--- config.mk ---
export PLATFORM = sky130hd
export DESIGN_NAME = mastermind_engine
export DESIGN_NICKNAME = d
export VERILOG_FILES = /design/src/rtl/mastermind_engine.sv
export SDC_FILE = /design/constraint.sdc
export NUM_CORES = 1
export LEC_CHECK = 0
export CORE_MARGIN = 1.5
export CORE_UTILIZATION = 53
export DETAILED_ROUTE_END_ITERATION = 7
export DONT_BUFFER_PORTS = 1
export PLACE_DENSITY_LB_ADDON = 0.1
export SYNTH_ARGS = -nofsm -noshare
export SYNTH_HDL_FRONTEND = slang
export SYNTH_SLANG_ARGS = --single-unit
--- constraint.sdc ---
create_clock -name clk -period 3.6 [get_ports clk]
set_input_delay 0.72 -clock clk [delete_from_list [all_inputs] [get_ports clk]]
set_output_delay 0.72 -clock clk [all_outputs]
set_load 0.03 [all_outputs]
--- src/rtl/mastermind_engine.sv ---
// ----------------------------------------------------------------------------
// mastermind_engine
//   Game core: latches the secret code, accepts guesses, scores each guess
//   (exact hits in one cycle, then one cycle per colour for the colour-count
//   pass), keeps a guess/score history and tracks turns, win and game over.
//
//   Optional feature macro: MM_DUP_REJECT_EN
//     defined   : a guess equal to a stored history entry is rejected one
//                 cycle after accept (fb_valid + fb_reject, no turn consumed)
//     undefined : duplicates are scored normally, fb_reject stays 0
//
// Ports
//   clk, reset_n            clock, asynchronous active-low reset
//   code_load, code_in      1-cycle pulse to latch a new code and restart
//   guess_valid, guess_in   guess offer (taken when guess_ready is high)
//   guess_ready             core is in PLAY and can take a guess
//   fb_valid                1-cycle pulse, fb_exact/fb_partial/fb_reject valid
//   fb_exact, fb_partial    exact hits, colour-only hits
//   fb_reject               duplicate guess rejected
//   turn                    guesses scored this game (saturates at MAX_TURNS)
//   game_over, win          end-of-game flags
//   hist_sel                history read index (0 = first guess)
//   hist_guess/exact/partial  combinational history read, zero beyond turn
// ----------------------------------------------------------------------------
module mastermind_engine #(
    parameter int NUM_PEGS  = 4,
    parameter int COLOR_W   = 3,
    parameter int MAX_TURNS = 8
) (
    input  logic                                 clk,
    input  logic                                 reset_n,
    input  logic                                 code_load,
    input  logic [NUM_PEGS*COLOR_W-1:0]          code_in,
    input  logic                                 guess_valid,
    input  logic [NUM_PEGS*COLOR_W-1:0]          guess_in,
    output logic                                 guess_ready,
    output logic                                 fb_valid,
    output logic [$clog2(NUM_PEGS+1)-1:0]        fb_exact,
    output logic [$clog2(NUM_PEGS+1)-1:0]        fb_partial,
    output logic                                 fb_reject,
    output logic [$clog2(MAX_TURNS+1)-1:0]       turn,
    output logic                                 game_over,
    output logic                                 win,
    input  logic [$clog2(MAX_TURNS)-1:0]         hist_sel,
    output logic [NUM_PEGS*COLOR_W-1:0]          hist_guess,
    output logic [$clog2(NUM_PEGS+1)-1:0]        hist_exact,
    output logic [$clog2(NUM_PEGS+1)-1:0]        hist_partial
);

    localparam int CODE_W = NUM_PEGS * COLOR_W;
    localparam int CNT_W  = $clog2(NUM_PEGS + 1);
    localparam int TURN_W = $clog2(MAX_TURNS + 1);
    localparam int SEL_W  = $clog2(MAX_TURNS);

    typedef enum logic [2:0] {
        S_IDLE   = 3'd0,
        S_PLAY   = 3'd1,
        S_EXACT  = 3'd2,
        S_COLOR  = 3'd3,
        S_REPORT = 3'd4,
        S_DONE   = 3'd5
    } state_t;

    state_t               state_r;
    logic [CODE_W-1:0]    code_r;
    logic [CODE_W-1:0]    guess_r;
    logic [CNT_W-1:0]     exact_r;
    logic [CNT_W-1:0]     acc_r;
    logic [COLOR_W-1:0]   color_r;
    logic [CODE_W-1:0]    hist_guess_r   [MAX_TURNS];
    logic [CNT_W-1:0]     hist_exact_r   [MAX_TURNS];
    logic [CNT_W-1:0]     hist_partial_r [MAX_TURNS];

    logic [CNT_W-1:0]     exact_s;
    logic [CNT_W-1:0]     code_cnt_s;
    logic [CNT_W-1:0]     guess_cnt_s;
    logic [CNT_W-1:0]     min_s;
    logic                 dup_s;

    // Per-peg equality count and occurrences of the colour under test in code/guess
    always_comb begin
        exact_s     = '0;
        code_cnt_s  = '0;
        guess_cnt_s = '0;
        for (int i = 0; i < NUM_PEGS; i++) begin
            if (code_r[i*COLOR_W +: COLOR_W] == guess_r[i*COLOR_W +: COLOR_W]) begin
                exact_s = exact_s + CNT_W'(1);
            end else begin
                exact_s = exact_s;
            end
            if (code_r[i*COLOR_W +: COLOR_W] == color_r) begin
                code_cnt_s = code_cnt_s + CNT_W'(1);
            end else begin
                code_cnt_s = code_cnt_s;
            end
            if (guess_r[i*COLOR_W +: COLOR_W] == color_r) begin
                guess_cnt_s = guess_cnt_s + CNT_W'(1);
            end else begin
                guess_cnt_s = guess_cnt_s;
            end
        end
        min_s = guess_cnt_s;
        if (code_cnt_s < guess_cnt_s) begin
            min_s = code_cnt_s;
        end else begin
            min_s = guess_cnt_s;
        end
    end

`ifdef MM_DUP_REJECT_EN
    // Parallel compare of the registered guess against every valid history entry
    always_comb begin
        dup_s = 1'b0;
        for (int j = 0; j < MAX_TURNS; j++) begin
            if ((TURN_W'(j) < turn) && (hist_guess_r[j] == guess_r)) begin
                dup_s = 1'b1;
            end else begin
                dup_s = dup_s;
            end
        end
    end
`else
    assign dup_s = 1'b0;
`endif

    // History read port; entries not yet written this game read as zero
    always_comb begin
        hist_guess   = '0;
        hist_exact   = '0;
        hist_partial = '0;
        if (TURN_W'(hist_sel) < turn) begin
            hist_guess   = hist_guess_r[hist_sel];
            hist_exact   = hist_exact_r[hist_sel];
            hist_partial = hist_partial_r[hist_sel];
        end else begin
            hist_guess   = '0;
            hist_exact   = '0;
            hist_partial = '0;
        end
    end

    // Game FSM with all registered outputs; code_load overrides any state
    always_ff @(posedge clk or negedge reset_n) begin
        if (!reset_n) begin
            state_r     <= S_IDLE;
            code_r      <= '0;
            guess_r     <= '0;
            exact_r     <= '0;
            acc_r       <= '0;
            color_r     <= '0;
            guess_ready <= 1'b0;
            fb_valid    <= 1'b0;
            fb_exact    <= '0;
            fb_partial  <= '0;
            fb_reject   <= 1'b0;
            turn        <= '0;
            game_over   <= 1'b0;
            win         <= 1'b0;
            for (int k = 0; k < MAX_TURNS; k++) begin
                hist_guess_r[k]   <= '0;
                hist_exact_r[k]   <= '0;
                hist_partial_r[k] <= '0;
            end
        end else if (code_load) begin
            state_r     <= S_PLAY;
            code_r      <= code_in;
            guess_ready <= 1'b1;
            fb_valid    <= 1'b0;
            fb_exact    <= '0;
            fb_partial  <= '0;
            fb_reject   <= 1'b0;
            turn        <= '0;
            game_over   <= 1'b0;
            win         <= 1'b0;
            for (int k = 0; k < MAX_TURNS; k++) begin
                hist_guess_r[k]   <= '0;
                hist_exact_r[k]   <= '0;
                hist_partial_r[k] <= '0;
            end
        end else begin
            fb_valid <= 1'b0;
            case (state_r)
                S_IDLE: begin
                    state_r <= S_IDLE;
                end
                S_PLAY: begin
                    if (guess_valid && guess_ready) begin
                        guess_r     <= guess_in;
                        guess_ready <= 1'b0;
                        state_r     <= S_EXACT;
                    end else begin
                        state_r <= S_PLAY;
                    end
                end
                S_EXACT: begin
                    if (dup_s) begin
                        fb_valid    <= 1'b1;
                        fb_reject   <= 1'b1;
                        guess_ready <= 1'b1;
                        state_r     <= S_PLAY;
                    end else begin
                        exact_r <= exact_s;
                        acc_r   <= '0;
                        color_r <= '0;
                        state_r <= S_COLOR;
                    end
                end
                S_COLOR: begin
                    acc_r <= acc_r + min_s;
                    if (color_r == {COLOR_W{1'b1}}) begin
                        state_r <= S_REPORT;
                    end else begin
                        color_r <= color_r + COLOR_W'(1);
                    end
                end
                S_REPORT: begin
                    fb_valid   <= 1'b1;
                    fb_reject  <= 1'b0;
                    fb_exact   <= exact_r;
                    // acc counts every colour match, so it always covers the exact hits
                    fb_partial <= acc_r - exact_r;
                    if (turn < TURN_W'(MAX_TURNS)) begin
                        hist_guess_r[SEL_W'(turn)]   <= guess_r;
                        hist_exact_r[SEL_W'(turn)]   <= exact_r;
                        hist_partial_r[SEL_W'(turn)] <= acc_r - exact_r;
                        turn                         <= turn + TURN_W'(1);
                    end else begin
                        turn <= turn;
                    end
                    if (exact_r == CNT_W'(NUM_PEGS)) begin
                        win       <= 1'b1;
                        game_over <= 1'b1;
                        state_r   <= S_DONE;
                    end else if (turn + TURN_W'(1) >= TURN_W'(MAX_TURNS)) begin
                        win       <= 1'b0;
                        game_over <= 1'b1;
                        state_r   <= S_DONE;
                    end else begin
                        guess_ready <= 1'b1;
                        state_r     <= S_PLAY;
                    end
                end
                S_DONE: begin
                    state_r <= S_DONE;
                end
                default: begin
                    state_r     <= S_IDLE;
                    guess_ready <= 1'b0;
                end
            endcase
        end
    end

endmodule

==> flow_summary_export.csv <==
group,metric,value,unit
sta,setup_viol,2,
power_and_ir_drop,p_sw_frac,0.3404,
routing,ant_nets,0,
logic_synthesis,synth_top_area_frac,0.4875,
power_and_ir_drop,pwr-share-clk,0.290,
power_and_ir_drop,power.total,6.982,mW
clock_network,path_clk_slew,0.08,ns
sta,hold_violations,32,
power_and_ir_drop,p_int,4.605,mW
logic_synthesis,synth_edf_count,0,
routing,vias,7456,
min_path,hold_path_class,"input pin to async pin",
sta,slew_violations,0,
routing,drt_pre_antenna_iters,5,
final_layout,insertedDiodeCount,0,
clock_network,insertion_delay,0.44,ns
clock_network,htree_levels,4,
logic_synthesis,seq_area_frac_synth,0.4875,
worst_setup_path,endpoint_kind,"flip-flop",
logic_synthesis,synth_top_family_by_area,"simple AND/OR/NAND/NOR gates",
run_status,status,"finished, violations left",
floorplanning,core_area,18210,sq um
logic_synthesis,yosys_warnings,0,
floorplanning,die_h,140.1,um
floorplanning,die_area,19620,sq um
logic_synthesis,yosysTopAreaCell,"dfrtp_1",
clock_network,numCtsBuffers,17,
sta,tightest_slew,0.9233,ns
sta,rsz0062_at_grt,"true",
power_and_ir_drop,p_per_area,619.7,nW/um^2
final_layout,mostFrequentLayoutCells,"nand2_1, dfrtp_1, a21oi_1, buf_4, nor2_1",
floorplanning,io_pins,64,
routing,drtIter0Drc,507,
final_layout,fin_cells,1289,
logic_synthesis,synthTopCellsByArea,"dfrtp_1, nand2_1, mux4_2",
global_route,antenna_found_initial,0,
placed_design,place_area,10410,sq um
worst_setup_path,crit_fanout,6,
global_route,met3_usage,0.05162,
global_route,grt_pass1_vias,7392,
logic_synthesis,syn-num-nets,1088,
final_layout,drive_gt1_frac,0.2038,
logic_synthesis,yosysUniqueCellTypes,48,
sta,clock.fmax,0.2605,GHz
logic_synthesis,synthSimpleGateAreaFrac,0.1646,
logic_synthesis,synth_compound_gate_area_share,0.1019,
worst_setup_path,start_kind,"flip-flop",
final_layout,syn2layout_area_growth,13.14,%
logic_synthesis,synth_seq_cells,194,
sta,postLayoutSetupSlackWorst,-0.2382,ns
global_route,gr-usage-met2,0.4527,
clock_network,clock_path_buffers,2,
global_route,gr-usage-all-layers,0.2787,
power_and_ir_drop,seqPwrFrac,0.370,
logic_synthesis,netlist_instances,1035,
logic_synthesis,async_flop_share,1.000,
placed_design,dp_cells,1248,
power_and_ir_drop,leakage,4.794,nW
placed_design,io_buffers,0,
power_and_ir_drop,power_frac_comb,0.340,
logic_synthesis,synthesis.area,9958,sq um
clock_network,ctsRootBufferMaster,"clkbuf_16",
power_and_ir_drop,vdd_ir_drop_max,0.0004342,V
worst_setup_path,reg2reg_depth,19,
sta,finClkSkew,0.008323,ns
global_route,top_usage_layer,"met2",
sta,fin_crit,3.838,ns
floorplanning,start_util,0.5469,
floorplanning,rows,49,
worst_setup_path,r2r_end,"acc_r[2]",
worst_setup_path,critPathKind,"flip-flop to flip-flop",
sta,maxSlewHeadroom,0.3800,
logic_synthesis,synthFlopType,"dfrtp_1",
global_route,met1_usage,0.3950,
floorplanning,fp.dieW,140.1,um
final_layout,nets,1100,
final_layout,final_common_cell,"nand2_1",
final_layout,stdcell_area,11270,sq um
logic_synthesis,synth_adder_area_share,0.02915,
logic_synthesis,synthMuxAreaShare,0.1331,
global_route,grt_max_degree,195,
routing,drt-total-wl,25.99,mm
placed_design,place.gp.congestion,0.8115,
power_and_ir_drop,p_sw,2.377,mW
routing,drc_errors,0,
run_status,failed_checks,"negative hold slack, negative setup slack",
worst_setup_path,reg2reg_from,"color_r[1]",
routing,vias_per_cell,5.784,
clock_network,cts.sinks,194,
logic_synthesis,synth_xor_area_frac,0.04134,
routing,avgRoutedWirePerCell,20.17,um
placed_design,hpwl,15.26,mm
logic_synthesis,syn_avg_cell_area,9.622,sq um
worst_setup_path,required,3.91,ns
global_route,grt_pass1_wl,41.46,mm
clock_network,cts_tree,"built",
flow_run,cap_violations,0,
worst_setup_path,r2r_slack,-0.24,ns
worst_setup_path,arrival,4.15,ns
global_route,gr-total-overflow,0,
sta,holdWs,-0.03147,ns
sta,period_share,1.066,
how the worst max path moves through the flow:
stage	startpoint	endpoint	depth (start not counted)
2_1_floorplan	color_r[1]	acc_r[2]	20
5_1_grt	color_r[1]	acc_r[2]	19
3_3_place_gp	color_r[1]	acc_r[2]	19
4_1_cts	color_r[0]	acc_r[2]	19
6_report	color_r[1]	acc_r[2]	19
3_5_place_dp	color_r[1]	acc_r[2]	19
state kept, by name (all words and copies together) (netlist names):
name            count
exact_r             3
fb_exact            3
color_r             3
code_r             12
turn                4
fb_partial          3
hist_partial_r     24
hist_guess_r       96
guess_ready         1
game_over           1
hist_exact_r       24
guess_r            12
acc_r               3
win                 1
state_r             3
fb_valid            1
critical path, stage by stage, from the launching register on:
cell and delay, ns:
dfrtp_2 0.47, xnor2_1 0.19, and3_4 0.24, ha_4 0.21, or4_4 0.43, nand2_2 0.10, ha_4 0.12, nand4_1 0.11
xnor2_2 0.18, ha_1 0.29, inv_2 0.09, a21oi_4 0.06, a21boi_2 0.14, nor2_1 0.10, ha_2 0.18, inv_2 0.04
fa_2 0.36, xor2_2 0.15, a21oi_1 0.13, o32ai_1 0.09
stage by stage:
| step | setup slack, ns | TNS, ns | util |
|---|---|---|---|
| 3_5_place_dp | -0.2351 | -0.4599 | 0.5717 |
| 4_1_cts | -0.1794 | -0.3503 | 0.6082 |
| 6_report | -0.2382 | -0.3927 | 0.6188 |
| 3_3_place_gp | -0.1111 | -0.2177 | 0.5717 |
| 5_1_grt | -0.4336 | -0.7924 | 0.6188 |
| 2_1_floorplan | -0.009536 | -0.009536 | - |
cell type report:
class                   instances  area (sq um)
clock buffers                  17         425.4
fillers                      1548          6942
flip-flops and latches        194          4858
multi-input cells             739          4858
inverters                      20         75.07
well taps                     229         286.5
clock inverters                15         196.4
repair buffers                 75         566.8
logic make-up (layout without fill, tap and decap cells):
kind of cell,Yosys count,count (layout)
buffers and inverters,102,127
AOI/OAI and AO/OA,189,189
and+or+nand+nor,396,396
xor gates and xnor gates,47,47
other,1,1
adders and majority gates,22,22
DFF,194,194
muxes,84,84
Yosys cell counts (2+ instances only):
cell type	count
clkbuf_1	58
nor2b_1	4
xnor2_1	29
o21ai_1	3
nor3_1	6
a21oi_1	156
and3_1	6
inv_1	18
or2_2	3
fa_1	2
mux2_2	27
dfrtp_1	194
buf_4	4
a22o_1	2
a211oi_1	11
mux4_2	36
or3_1	2
nor2_4	2
nor3_4	2
nand3_1	12
buf_2	17
clkinv_1	2
o21ai_0	6
ha_1	20
mux2i_1	21
o31ai_1	2
nor2_1	65
nand2_1	282
xor2_1	18
buf_1	3
nand2b_1	5
power groups by stage:
stage | clock network, mW | registers [mW] | logic [mW]
floorplan | 0 | 2.48 | 1.54
global placement | 0 | 2.61 | 1.98
detailed placement | 0 | 2.61 | 2.01
CTS | 2.05 | 2.57 | 2.08
global route | 2.14 | 2.61 | 2.63
finish | 2.03 | 2.58 | 2.37
metal layers:
layer / wire [um] / part of all wire / up-vias
met2: 12700 / 0.49 / 208
met1: 11660 / 0.45 / 3737
met3: 1372 / 0.053 / 29
met4: 268 / 0.010 / 0
li1: - / - / 3482
met5: 0 / 0 / -
repair_timing:
item | in CTS | in global routing
cloned | 0 | 0
pin swaps | 7 | 4
resized for setup | 6 | 28
endpoints found under the hold margin | 194 | 194
setup endpoints to repair | 2 | 2
setup buffers | 3 | 6
(Power assumes the default switching activity.)
